`src/rtl/seq_chunk_adder_pkg.sv`:
```
// Shared types and sizing helpers for the sequential chunked adder.
package seq_add_pkg;

    typedef enum logic [1:0] {
        IDLE = 2'd0,
        RUN  = 2'd1,
        DONE = 2'd2
    } state_t;

    // Number of chunk cycles needed to cover a full-width operand.
    function automatic int nchunk(input int width, input int chunk);
        return (width + chunk - 1) / chunk;
    endfunction

    // Width of the chunk index counter, never narrower than one bit.
    function automatic int idx_width(input int n);
        return (n > 1) ? $clog2(n) : 1;
    endfunction

endpackage

```
`src/rtl/seq_chunk_adder_chunk_add.sv`:
```
// One CHUNK-bit slice of the adder: a + b + ci. On the final, possibly
// narrower chunk the carry is taken from bit LAST_W, which works because
// the unused upper operand bits are zero.
module chunk_add #(
    parameter int CHUNK  = 3,
    parameter int LAST_W = CHUNK
) (
    input  logic [CHUNK-1:0] a_i,
    input  logic [CHUNK-1:0] b_i,
    input  logic             ci_i,
    input  logic             last_i,
    output logic [CHUNK-1:0] s_o,
    output logic             co_o
);
    import seq_add_pkg::*;

    logic [CHUNK:0] full;

    assign full = {1'b0, a_i} + {1'b0, b_i} + {{CHUNK{1'b0}}, ci_i};
    assign s_o  = full[CHUNK-1:0];
    assign co_o = last_i ? full[LAST_W] : full[CHUNK];

endmodule

```
`src/rtl/seq_chunk_adder.sv`:
```
// Multi-cycle adder: WIDTH-bit operands summed CHUNK bits per clock with the
// carry rippled through a register, valid/ready on both sides.
// Optional macro ADDER_SUB_EN adds a 'sub' input selecting a - b - cin.
module seq_chunk_adder #(
    parameter int WIDTH = 8,
    parameter int CHUNK = 3
) (
    input  logic             clk,
    input  logic             rst_n,
    input  logic             in_valid,
    output logic             in_ready,
    input  logic [WIDTH-1:0] a,
    input  logic [WIDTH-1:0] b,
    input  logic             cin,
`ifdef ADDER_SUB_EN
    input  logic             sub,
`endif
    output logic             out_valid,
    input  logic             out_ready,
    output logic [WIDTH-1:0] sum,
    output logic             cout,
    output logic             ovf
);
    import seq_add_pkg::*;

    localparam int NCHUNK = nchunk(WIDTH, CHUNK);
    localparam int IW     = idx_width(NCHUNK);
    localparam int LAST_W = WIDTH - (NCHUNK - 1) * CHUNK;
    localparam logic [IW-1:0]    LAST_IDX = IW'(NCHUNK - 1);
    localparam logic [WIDTH-1:0] MASK     = WIDTH'({CHUNK{1'b1}});

    state_t           state_q;
    logic [IW-1:0]    idx_q;
    logic [WIDTH-1:0] a_q, b_q, sum_q;
    logic             carry_q, cout_q, ovf_q;

    logic [WIDTH-1:0] b_eff, sum_d;
    logic             cin_eff, ovf_d, last, co;
    logic [CHUNK-1:0] a_chunk, b_chunk, s;
    int               shamt;

`ifdef ADDER_SUB_EN
    assign b_eff   = sub ? ~b : b;
    assign cin_eff = sub ^ cin;
`else
    assign b_eff   = b;
    assign cin_eff = cin;
`endif

    assign last = (idx_q == LAST_IDX);

    // Select the current chunk of each operand and merge its sum back in place.
    always_comb begin
        shamt   = int'(idx_q) * CHUNK;
        a_chunk = CHUNK'(a_q >> shamt);
        b_chunk = CHUNK'(b_q >> shamt);
        sum_d   = (sum_q & ~(MASK << shamt)) | (WIDTH'(s) << shamt);
        ovf_d   = (a_q[WIDTH-1] == b_q[WIDTH-1]) && (sum_d[WIDTH-1] != a_q[WIDTH-1]);
    end

    chunk_add #(
        .CHUNK  (CHUNK),
        .LAST_W (LAST_W)
    ) u_chunk (
        .a_i    (a_chunk),
        .b_i    (b_chunk),
        .ci_i   (carry_q),
        .last_i (last),
        .s_o    (s),
        .co_o   (co)
    );

    // Control FSM: accept operands, ripple one chunk per cycle, hold result.
    always_ff @(posedge clk) begin
        if (!rst_n) begin
            state_q <= IDLE;
            idx_q   <= '0;
            carry_q <= 1'b0;
            sum_q   <= '0;
            cout_q  <= 1'b0;
            ovf_q   <= 1'b0;
        end else begin
            case (state_q)
                IDLE: begin
                    if (in_valid) begin
                        a_q     <= a;
                        b_q     <= b_eff;
                        carry_q <= cin_eff;
                        idx_q   <= '0;
                        state_q <= RUN;
                    end
                end
                RUN: begin
                    sum_q   <= sum_d;
                    carry_q <= co;
                    idx_q   <= idx_q + 1'b1;
                    if (last) begin
                        cout_q  <= co;
                        ovf_q   <= ovf_d;
                        state_q <= DONE;
                    end
                end
                DONE: begin
                    if (out_ready) state_q <= IDLE;
                end
                default: state_q <= IDLE;
            endcase
        end
    end

    assign in_ready  = (state_q == IDLE);
    assign out_valid = (state_q == DONE);
    assign sum       = sum_q;
    assign cout      = cout_q;
    assign ovf       = ovf_q;

endmodule
```
`config.mk`:
```
export PLATFORM = sky130hd
export DESIGN_NAME = seq_chunk_adder
export DESIGN_NICKNAME = d
export VERILOG_FILES = /design/src/rtl/seq_chunk_adder_pkg.sv /design/src/rtl/seq_chunk_adder_chunk_add.sv /design/src/rtl/seq_chunk_adder.sv
export SDC_FILE = /design/constraint.sdc
export NUM_CORES = 1
export LEC_CHECK = 0
export ABC_AREA = 1
export BUFFER_PORTS_ARGS = -buffer_cell sky130_fd_sc_hd__buf_2
export CAP_MARGIN = 20
export CORE_MARGIN = 8
export CORE_UTILIZATION = 52
export CTS_CLUSTER_DIAMETER = 150
export DETAILED_ROUTE_END_ITERATION = 7
export PLACE_DENSITY = 0.84
export SYNTH_ARGS = -nofsm -noshare
export SYNTH_HDL_FRONTEND = slang
export SYNTH_SLANG_ARGS = --single-unit
export TNS_END_PERCENT = 100
```
`constraint.sdc`:
```
create_clock -name clk -period 3.05 [get_ports clk]
set_input_delay 0.61 -clock clk [delete_from_list [all_inputs] [get_ports clk]]
set_output_delay 0.61 -clock clk [all_outputs]
set_load 0.05 [all_outputs]
```
# [Word level (Yosys, flattened, before mapping)]
# Cells that the tools add are included.
[totals] ff_bits=31 input_bits=21 output_inout_bits=12
[classes] add_sub_neg=3 n_mul=1 eq_ne=8 n_shift=4 n_mux=9 n_bitwise=3 n_reduce_logical=7
[op_table] op="8-bit by 4-bit right shift with 3-bit output" n=2
[op_table] op="8-bit AND" n=1
[op_table] op="2-bit 2-to-1 mux" n=4
[op_table] op="8-bit inverter" n=1
[op_table] op="8-bit OR" n=1
[op_table] op="3-bit by 4-bit left shift with 8-bit output" n=1
[op_table] op="3-bit by 4-bit left shift with 8-bit output (first input constant)" n=1
[op_table] op="2-bit one-hot mux with 3 select lines" n=1
[op_table] op="3-bit AND reduction" n=2
[op_table] op="3-bit by 3-bit adder with 4-bit output" n=1
[op_table] op="4-bit by 1-bit adder with 4-bit output" n=1
[op_table] op="2-bit == test (second input constant)" n=2
[op_table] op="2-bit by 2-bit multiplier with 4-bit output (second input constant)" n=1
[op_table] op="2-bit by 1-bit inequality test with 1-bit output (second input constant)" n=2
[op_table] op="2-bit one-hot mux with 2 select lines" n=1
[op_table] op="2-bit AND reduction" n=2
[op_table] op="2-bit by 1-bit adder with 2-bit output (second input constant)" n=1
[op_table] op="2-bit by 1-bit == test with 1-bit output (second input constant)" n=1
[op_table] op="2-bit logical NOT" n=1
[op_table] op="1-bit 2-to-1 mux" n=2
[op_table] op="2-bit inequality test (second input constant)" n=1
[op_table] op="1-bit one-hot mux with 2 select lines" n=1
[op_table] op="2-bit nonzero test" n=1
[op_table] op="1-bit == test" n=1
[op_table] op="2 further kinds" n=2

# [Longest topological paths before layout]
# Gate-level depths: netlist of the first run.
[logic_depth] depth_word=8 ltp_mapped=16

# [Hierarchy]
# Synthesis of the first run repeated with hierarchy kept, for this count alone.
[hier_totals] hier_cells=145 hier_area_um2=1368.8
[modules_own_cells] mod="seq_chunk_adder" instances=1 cells_each=128 area_each_um2=1247.4
[modules_own_cells] mod="chunk_add" instances=1 cells_each=17 area_each_um2=121.4

# [Worst setup path before layout of the first run]
# OpenSTA, ideal clock, no wires.
[synth_path] path_kind="reg-to-reg" from="reg state_q[0]" to="reg a_q[0] (enable)" arrival_time_ns=1.902 required_ns=2.662 setup_slack_ns=0.760 stages_incl_launch_ff=4 cell_sequence="dfxtp_1 nor2_1 nand2_1 nor2_1"
[synth_via] elab_chain_cells=2
[synth_lines] element="from (decl)" line="seq_chunk_adder.sv:32" source="state_t state_q;"
[synth_lines] element="from (signal assigned)" line="seq_chunk_adder.sv:76" source="state_q <= IDLE;"
[synth_lines] element="from (signal assigned)" line="seq_chunk_adder.sv:90" source="state_q <= RUN;"
[synth_lines] element="from (signal assigned)" line="seq_chunk_adder.sv:100" source="state_q <= DONE;"
[synth_lines] element="2-bit logical NOT"
[synth_lines] element="via in_ready" line="seq_chunk_adder.sv:11" source="output logic in_ready,"
[synth_lines] element="3-bit AND reduction (no source line)"
[synth_lines] element="to (signal assigned)" line="seq_chunk_adder.sv:86" source="a_q <= a;"
[synth_lines] element="to (decl)" line="seq_chunk_adder.sv:34" source="logic [WIDTH-1:0] a_q, b_q, sum_q;"
# The timed path passes the listed nets, and every way through them passes these cells.
# A chain may end at the register's enable or synchronous reset.

# [Final worst setup path of the first run]
[layout_path] from="reg idx_q[1]" to="reg ovf_q (netlist: ovf)"
[layout_via] elab_chain_cells=8 elab_cells_between_ends=14 classes_between="add/sub: 2; mul: 1; eq/ne: 2; shift: 4; bitwise: 3; reduce/logical: 2"
[layout_lines] element="from (decl)" line="seq_chunk_adder.sv:33" source="logic [IW-1:0] idx_q;"
[layout_lines] element="from (signal assigned)" line="seq_chunk_adder.sv:96" source="idx_q <= idx_q + 1'b1;"
[layout_lines] element="2-bit by 2-bit multiplier with 4-bit output" line="seq_chunk_adder.sv:54" source="shamt = int'(idx_q) * CHUNK;"
[layout_lines] element="8-bit by 4-bit right shift with 3-bit output (on tied branches)" line="seq_chunk_adder.sv:55, seq_chunk_adder.sv:56"
[layout_lines] element="3-bit by 3-bit adder with 4-bit output" line="seq_chunk_adder_chunk_add.sv:19" source="assign full = {1'b0, a_i} + {1'b0, b_i} + {{CHUNK{1'b0}}, ci_i};"
[layout_lines] element="4-bit by 1-bit adder with 4-bit output" line="seq_chunk_adder_chunk_add.sv:19"
[layout_lines] element="3-bit by 4-bit left shift with 8-bit output" line="seq_chunk_adder.sv:57" source="sum_d = (sum_q & ~(MASK << shamt)) | (WIDTH'(s) << shamt);"
[layout_lines] element="8-bit OR" line="seq_chunk_adder.sv:57"
[layout_lines] element="1-bit inequality test" line="seq_chunk_adder.sv:58" source="ovf_d = (a_q[WIDTH-1] == b_q[WIDTH-1]) && (sum_d[WIDTH-1] != a_q[WIDTH-1]);"
[layout_lines] element="1-bit logical AND" line="seq_chunk_adder.sv:58"
[layout_lines] element="to (signal assigned)" line="seq_chunk_adder.sv:99" source="ovf_q <= ovf_d;"
[layout_lines] element="to (decl)" line="seq_chunk_adder.sv:35" source="logic carry_q, cout_q, ovf_q;"
# Several ways; a longest one is shown, not always the timed one.

==> impl_metrics.csv, run 1 <==
group,metric,value,unit
outcome,status,"finished, final reports clean",
clock_tree,cts_tree,"done",
route,totalWireLength,2970,µm
synthesis,syn_nets,180,
setup_path,crit_family,"adder cells",
die,die-height,67.6,µm
placed_design,post-place-cells,213,
grt,grtUsageMet3,0.0513,
setup_path,crit_fanout,10,
setup_path,worst_path_max_delay_cell,"dfxtp_1",
grt,antenna_found_initial,0,
route,final_antenna_net_count,0,
timing,rsz0062_at_grt,"false",
setup_path,cp-end-kind,"register",
layout,num-fill-cells,202,
setup_path,critPathArrivalTime,2.78,ns
clock_tree,cts_inserted_buffers,5,
timing,hold_viol,0,
synthesis,synthTopCellsByCount,"nand2_1, inv_1, edfxtp_1, nand3_1, dfxtp_1",
synthesis,ys_ff_latch,31,
setup_path,startpoint,"idx_q[1]$_SDFFE_PN0P_",
clock_tree,cts_setup_buffers,0,
timing,finClkSkew,0.0131,ns
grt,use_met2,0.241,
layout,final_cells,221,
grt,grt_pass1_vias,1181,
layout,layout.area.seq,781,µm²
hold_path,hold_path.class,"input port to register",
timing,fin_crit_sh,0.834,
synthesis,synth_top_area_frac,0.347,
clock_tree,post_cts.resized_instances,0,
timing,worst_pin_slew,0.604,ns
die,initial_core_util,0.554,
layout,synthToLayoutAreaGrowth,17.6,%
synthesis,synth_area_leaders,"edfxtp_1, dfxtp_1, nand2_1, nand3_1, inv_1",
route,dr.pass1.iters,4,
setup_path,start_kind,"register",
route,route.detailed.drc,0,
layout,utilization,0.652,
clock_tree,clock-sinks,31,
power_and_ir_drop,total_power,877,µW
synthesis,synth-seq-area-share,0.564,
synthesis,synth_cells,152,
timing,setup_viol,0,
flow_run,maxCapViolations,0,
die,pin_count,33,
placed_design,dp_hpwl,2280,µm
setup_path,max_stage_delay,0.55,ns
synthesis,synth-edff-count,16,
layout,antennaDiodeCount,0,
power_and_ir_drop,p_leak,0.000757,µW
synthesis,synth_area_leader_cell,"edfxtp_1",
setup_path,required,3.29,ns
power_and_ir_drop,power_density,538,nW/µm²
synthesis,ys_async_sr_fraction,0,
setup_path,rr_startpoint,"idx_q[1]$_SDFFE_PN0P_",
layout,nets,218,
route,avgRoutedWirePerCell,13.4,µm
die,dieArea,4570,µm²
synthesis,syn_area_per_cell,9.11,µm²
synthesis,synthesis.area,1390,µm²
die,std_cell_rows,18,
grt,met1_usage,0.146,
die,die_w,67.6,µm
clock_tree,postCtsHoldBufs,0,
grt,grt_usage,0.146,
grt,busiest_layer,"met2",
timing,period_minus_slack,2.54,ns
grt,grt_overflow,0,
timing,slew_headroom,0.593,
route,drtIter0Drc,39,
clock_tree,clk_pin_slew_worst_paths,0.10,ns
layout,layout-drive-gt1-share,0.246,
route,vias_per_cell,5.16,
route,vias,1141,
clock_tree,clk_latency,0.33,ns
timing,slew_viol_final,0,
clock_tree,cts_root_buf,"clkbuf_4",
setup_path,crit_type,"register to register",
grt,grt_start_max_net_pins,17,
power_and_ir_drop,ir_worst_vdd,0.000327,V
setup_path,critPathBufInv,4,
synthesis,ys.flop_type,"edfxtp_1",
timing,fin_setup_tns,0,ns
hold_path,holdCritStartpoint,"a[7]",
layout,multi_input_area,510,µm²
placed_design,gp_congestion,0.927,
setup_path,crit_path_cell_trace,"inv_2 > nand2_2 > inv_2 > nand2_1 > nand3_1 > fa_1 > inv_1 > fa_1 > nor2_1 > nand2_1 > nand3_1 > nand3_1 > nand2_1 > inv_1",
grt,grt_pass1_wl,4970,µm
clock_tree,clockBufferDepth,2,
timing,fmax,393,MHz
synthesis,yosys_warnings,0,
placed_design,port_buffers,32,
die,fp.coreArea,2500,µm²
synthesis,yosysMostFrequentCell,"nand2_1",
clock_tree,htreeDepth,2,
synthesis,synth.distinct_cells,19,
[cells in the final DEF (no fill, tap or decap), types with 4 or more instances in the layout]
master,instances
edfxtp_1,16
clkbuf_4,5
nor2_1,14
inv_2,4
nand3_1,16
inv_1,18
a21oi_1,11
ha_1,5
buf_2,32
nand2_1,38
dfxtp_1,15
[per-layer routing]
metal / vias to the layer above / share of wire / wire length, µm
li1: 570 / - / -
met2: 37 / 0.50 / 1470
met5: - / 0 / 0
met3: 14 / 0.072 / 214
met4: 0 / 0.039 / 116
met1: 520 / 0.39 / 1170
[area by class of cell]
type | instances | area share
clock inverters | 1 | 0.00307
well taps | 30 | 0.0230
flip-flops and latches | 31 | 0.479
inverters | 22 | 0.0507
repair buffers | 33 | 0.103
clock buffers | 7 | 0.0276
multi-input cells | 97 | 0.313
[per-stage QoR]
step                instance area (µm²)  setup slack (ns)  hold slack (ns)
finish                             1630             0.508            0.451
global route                       1630             0.270            0.428
CTS                                1630             0.502            0.444
detailed placement                 1580             0.544            0.453
global placement                   1580             0.695            0.445
floorplan                          1390             0.760            0.475
[registers in the layout (all words and copies together) (netlist names)]
| name | count |
|---|---|
| sum | 8 |
| b_q | 8 |
| carry_q | 1 |
| ovf | 1 |
| idx_q | 2 |
| a_q | 8 |
| cout | 1 |
| state_q | 2 |
[kinds of logic after synthesis]
| family | after synthesis | share of synthesized area |
|---|---|---|
| and+or+nand+nor | 72 | 0.217 |
| DFF | 31 | 0.564 |
| buffers and inverters | 24 | 0.0677 |
| AOI/OAI and AO/OA | 18 | 0.0777 |
| adders and majority gates | 7 | 0.0741 |
[where the power goes]
group          switching (µW)  internal (µW)  total (µW)
Sequential               14.0            461         475
Clock                     132           89.6         221
Combinational             121           59.6         181
Total                     267            610         877
[worst paths after layout]
check | endpoint | slack (ns) | cells after the start
min | a_q[7]$_DFFE_PP_ | 0.45 | 1
max | ovf$_SDFFE_PN0P_ | 0.51 | 14
min reg2reg | sum[6]$_SDFFE_PN0P_ | 0.47 | 2
max reg2reg | ovf$_SDFFE_PN0P_ | 0.51 | 14
[worst reg2reg max path, delay by kind of cell (launching register included)]
family                     cells  cell delay (ns)
buffers and inverters          4             0.31
DFF                            1             0.55
and+or+nand+nor                8             0.74
adders and majority gates      2             0.85
Note: power is estimated with default switching activity, not from simulation.
==> inputs of run 2 (changes only) <==
- clock period: 3.05 -> 2.63 ns (I/O delays scaled with it)
==> run 2 against run 1 <==
Final area barely moved; fmax rose by 6.6%; hold slack got worse by 0.089 ns; register-to-register slack got worse by 0.26 ns; clock power rose by 18%; sequential cell count did not move; first-iteration DRC count rose by 38%; via count rose by 0.70%; critical path type unchanged.
==> impl_metrics.csv, run 2 (synthesis results as in run 1) <==
group,metric,value,unit
hold_path,hold_path.class,"input port to register",
setup_path,start_kind,"register",
timing,period_minus_slack,2.39,ns
grt,grt_usage,0.143,
placed_design,dp_hpwl,2260,µm
timing,hold_viol,0,
grt,grt_pass1_vias,1193,
grt,grt_pass1_wl,4840,µm
layout,synthToLayoutAreaGrowth,17.7,%
timing,setup_viol,0,
clock_tree,postCtsHoldBufs,0,
die,die_w,67.6,µm
layout,final_cell_mix,"nand2_1, buf_2, inv_1",
clock_tree,cts_tree,"done",
grt,grt_overflow,0,
layout,final_cells,221,
placed_design,placed_area,1580,µm²
layout,antennaDiodeCount,0,
clock_tree,clk_pin_slew_worst_paths,0.10,ns
power_and_ir_drop,p_leak,0.000757,µW
timing,fmax,419,MHz
clock_tree,post_cts.resized_instances,0,
outcome,status,"finished, final reports clean",
clock_tree,clockBufferDepth,2,
placed_design,place_ws,0.144,ns
die,die-height,67.6,µm
timing,finClkSkew,0.0152,ns
clock_tree,clock-sinks,31,
grt,grtUsageMet3,0.0762,
clock_tree,clk_latency,0.34,ns
flow_run,maxCapViolations,0,
die,std_cell_rows,18,
route,totalWireLength,2930,µm
timing,fin_crit_sh,0.907,
timing,fin_setup_tns,0,ns
layout,nets,218,
route,route.detailed.drc,0,
timing,slew_headroom,0.652,
route,final_antenna_net_count,0,
grt,use_met2,0.232,
setup_path,crit_fanout,10,
clock_tree,cts_inserted_buffers,5,
die,dieArea,4570,µm²
layout,layout-drive-gt1-share,0.251,
setup_path,crit_type,"register to register",
timing,worst_slack,0.244,ns
grt,met1_usage,0.137,
route,vias_per_cell,5.20,
route,avgRoutedWirePerCell,13.3,µm
die,fp.coreArea,2500,µm²
route,drtIter0Drc,54,
setup_path,critPathArrivalTime,2.67,ns
placed_design,gp_congestion,0.927,
timing,slew_viol_final,0,
clock_tree,cts_root_buf,"clkbuf_4",
route,dr.pass1.iters,4,
clock_tree,htreeDepth,2,
placed_design,post-place-cells,213,
die,initial_core_util,0.554,
grt,busiest_layer,"met2",
setup_path,cp-end-kind,"register",
die,pin_count,33,
placed_design,port_buffers,32,
power_and_ir_drop,power_density,626,nW/µm²
timing,worst_pin_slew,0.517,ns
layout,fin_area,1630,µm²
setup_path,required,2.92,ns
route,vias,1149,
clock_tree,cts_setup_buffers,0,
grt,antenna_found_initial,0,
grt,grt_start_max_net_pins,17,
layout,layout_commonest_cell,"nand2_1",
timing,rsz0062_at_grt,"false",
power_and_ir_drop,ir_worst_vdd,0.000447,V
[run 2: cell counts in the layout (fill, tap and decap cells not counted)]
No cell type changed its count.
[run 2: metal layers]
metal  vias up  wire length (µm)
met5         -                 0
met4         0                72
met3         9               234
met2        42              1490
met1       527              1140
li1        571                 -
[run 2: area by class of cell]
| type | instances | area [µm²] |
|---|---|---|
| Clock buffer | 7 | 45.0 |
| Fill cell | 192 | 870 |
| Clock inverter | 1 | 5.00 |
| Inverter | 22 | 82.6 |
| Sequential cell | 31 | 782 |
| Timing Repair Buffer | 33 | 168 |
| Tap cell | 30 | 37.5 |
| Multi-Input combinational cell | 97 | 510 |
[run 2: report_power, final]
| part | switching, µW | internal, µW | leakage, µW |
|---|---|---|---|
| Clock | 157 | 104 | 0.0000293 |
| Combinational | 140 | 68.7 | 0.000457 |
| Sequential | 16.3 | 535 | 0.000271 |
[run 2: through the flow]
| stage | hold WS [ns] | utilization | power (µW) |
|---|---|---|---|
| 2_1_floorplan | 0.475 | - | 707 |
| 3_3_place_gp | 0.445 | 0.632 | 756 |
| 3_5_place_dp | 0.453 | 0.632 | 768 |
| 4_1_cts | 0.347 | 0.652 | 1020 |
| 5_1_grt | 0.333 | 0.652 | 1080 |
| 6_report | 0.361 | 0.652 | 1020 |
[run 2: path summary, 6_finish.rpt]
kind	start	endpoint	slack, ns	cells past startpoint
setup / recovery	idx_q[1]$_SDFFE_PN0P_	ovf$_SDFFE_PN0P_	0.24	15
hold reg to reg	sum[4]$_SDFFE_PN0P_	sum[4]$_SDFFE_PN0P_	0.46	2
setup reg to reg	idx_q[1]$_SDFFE_PN0P_	ovf$_SDFFE_PN0P_	0.24	15
hold / removal	b[7]	b_q[7]$_DFFE_PP_	0.36	1
[run 2: critical path: stages (launching register included)]
cell and delay (ns):
dfxtp_2 0.45, inv_2 0.10, nand2_2 0.10, inv_2 0.06, nand2_1 0.06, nand3_1 0.09
fa_1 0.42, inv_1 0.08, fa_1 0.42, nor2_1 0.15, nand2_1 0.09, nand2_1 0.09
nand2_1 0.06, nand3_1 0.07, nand2_1 0.05, inv_1 0.04
==> inputs of run 3 (changes only) <==
- SETUP_SLACK_MARGIN: not set -> 0.2
- clock period: 2.63 -> 2.5 ns (I/O delays scaled with it)
==> run 3 against run 2 <==
Total power grew 9.9%; sequential cell count is the same; clock skew grew 0.0011 ns; sequential power grew 5.3%; combinational power grew 28%; largest cell class unchanged.
==> impl_metrics.csv, run 3 (synthesis results as in run 1) <==
group,metric,value,unit
route,drtIter0Drc,68,
layout,layout-drive-gt1-share,0.325,
setup_path,worst_path_max_delay_cell,"fa_1",
timing,worst_pin_slew,0.490,ns
clock_tree,cts_root_buf,"clkbuf_4",
grt,grt_pass1_vias,1244,
die,fp.coreArea,2500,µm²
timing,slew_headroom,0.670,
grt,grt_pass1_wl,5090,µm
clock_tree,clk_latency,0.34,ns
layout,nets,227,
clock_tree,clk_pin_slew_worst_paths,0.10,ns
layout,layout_commonest_cell,"nand2_1",
layout,final_cell_mix,"nand2_1, buf_2, inv_1",
route,vias,1225,
clock_tree,clock-sinks,31,
layout,synthToLayoutAreaGrowth,25.2,%
setup_path,crit_path_cell_trace,"buf_4 > nor2_4 > nand2_1 > nand3_2 > fa_2 > inv_2 > fa_1 > nor2_2 > nand2_1 > nand2_1 > nand2_1 > nand3_1 > nand2_1 > inv_1",
die,pin_count,33,
hold_path,holdCritStartpoint,"a[3]",
layout,multi_input_area,541,µm²
layout,utilization,0.694,
flow_run,maxCapViolations,0,
setup_path,required,2.74,ns
setup_path,rr_startpoint,"idx_q[1]$_SDFFE_PN0P_",
route,avgRoutedWirePerCell,14.7,µm
clock_tree,postCtsHoldBufs,0,
timing,period_minus_slack,2.28,ns
timing,setup_viol,0,
clock_tree,cts_tree,"done",
route,final_antenna_net_count,0,
outcome,status,"finished, final reports clean",
placed_design,port_buffers,32,
timing,fmax,439,MHz
setup_path,startpoint,"idx_q[1]$_SDFFE_PN0P_",
die,die_w,67.6,µm
timing,rsz0062_at_grt,"false",
setup_path,critPathBufInv,3,
timing,finClkSkew,0.0163,ns
setup_path,cp-end-kind,"register",
die,dieArea,4570,µm²
setup_path,start_kind,"register",
clock_tree,cts_inserted_buffers,5,
placed_design,gp_congestion,0.905,
route,totalWireLength,3390,µm
setup_path,crit_family,"simple AND/OR/NAND/NOR gates",
setup_path,max_stage_delay,0.56,ns
power_and_ir_drop,p_leak,0.000813,µW
setup_path,crit_type,"register to register",
power_and_ir_drop,power_density,646,nW/µm²
clock_tree,clockBufferDepth,2,
timing,hold_viol,0,
route,vias_per_cell,5.33,
placed_design,dp_hpwl,2310,µm
hold_path,hold_path.class,"input port to register",
die,die-height,67.6,µm
setup_path,crit_fanout,5,
grt,grt_usage,0.150,
setup_path,path_common_cell,"nand2_1",
grt,antenna_found_initial,0,
timing,fin_setup_tns,0,ns
grt,grt_overflow,0,
die,initial_core_util,0.554,
timing,fin_crit_sh,0.912,
layout,layout.area.seq,788,µm²
route,route.detailed.drc,0,
setup_path,critPathArrivalTime,2.52,ns
die,std_cell_rows,18,
grt,grt_start_max_net_pins,17,
route,dr.pass1.iters,4,
layout,antennaDiodeCount,0,
power_and_ir_drop,ir_worst_vdd,0.000517,V
clock_tree,htreeDepth,2,
timing,slew_viol_final,0,
layout,num-fill-cells,186,
[run 3: cell types whose count changed in the layout (fill, tap and decap cells not counted), moves of 2 or more]
cell,before,now
buf_4,1,10
nand2_1,38,36
dfxtp_4,0,2
nand3_2,0,2
nand3_1,16,14
[run 3: worst paths after layout]
path,endpoint,slack [ns],cells past startpoint
setup reg to reg,ovf$_SDFFE_PN0P_,0.22,14
setup / recovery,ovf$_SDFFE_PN0P_,0.22,14
hold / removal,a_q[3]$_DFFE_PP_,0.34,1
hold reg to reg,sum[0]$_SDFFE_PN0P_,0.46,2
[run 3: through the flow]
stage	area, µm²	cells	setup WS [ns]	power (µW)	hold WS (ns)
finish	1730	230	0.220	1120	0.340
global route	1730	230	0.123	1180	0.315
CTS	1640	222	0.220	1070	0.331
detailed placement	1590	214	0.129	809	0.450
global placement	1590	214	0.228	796	0.445
floorplan	1390	152	0.210	744	0.475
[run 3: where the power goes]
| group | switching [µW] | total [µW] | internal, µW |
|---|---|---|---|
| clock | 165 | 274 | 109 |
| combinational | 166 | 267 | 101 |
| sequential | 18.2 | 580 | 562 |
[run 3: final cells by class]
cell class | count | share of cell area
clock inverters | 1 | 0.00289
well taps | 30 | 0.0216
clock buffers | 7 | 0.0260
inverters | 22 | 0.0476
repair buffers | 42 | 0.136
flip-flops and latches | 31 | 0.455
multi-input cells | 97 | 0.312
[run 3: metal layers]
metal,GRT usage,part of all wire,vias up
met4,0.125,0.040,0
met2,0.251,0.51,56
met3,0.0464,0.074,16
met5,0,0,-
met1,0.150,0.38,565
li1,-,-,588
[run 3: what timing repair did]
item | in CTS | in global routing
gates resized for setup | 3 | 10
gates cloned | 0 | 0
buffers inserted | 0 | 8
setup endpoints to repair | 2 | 5
pin swaps | 0 | 5
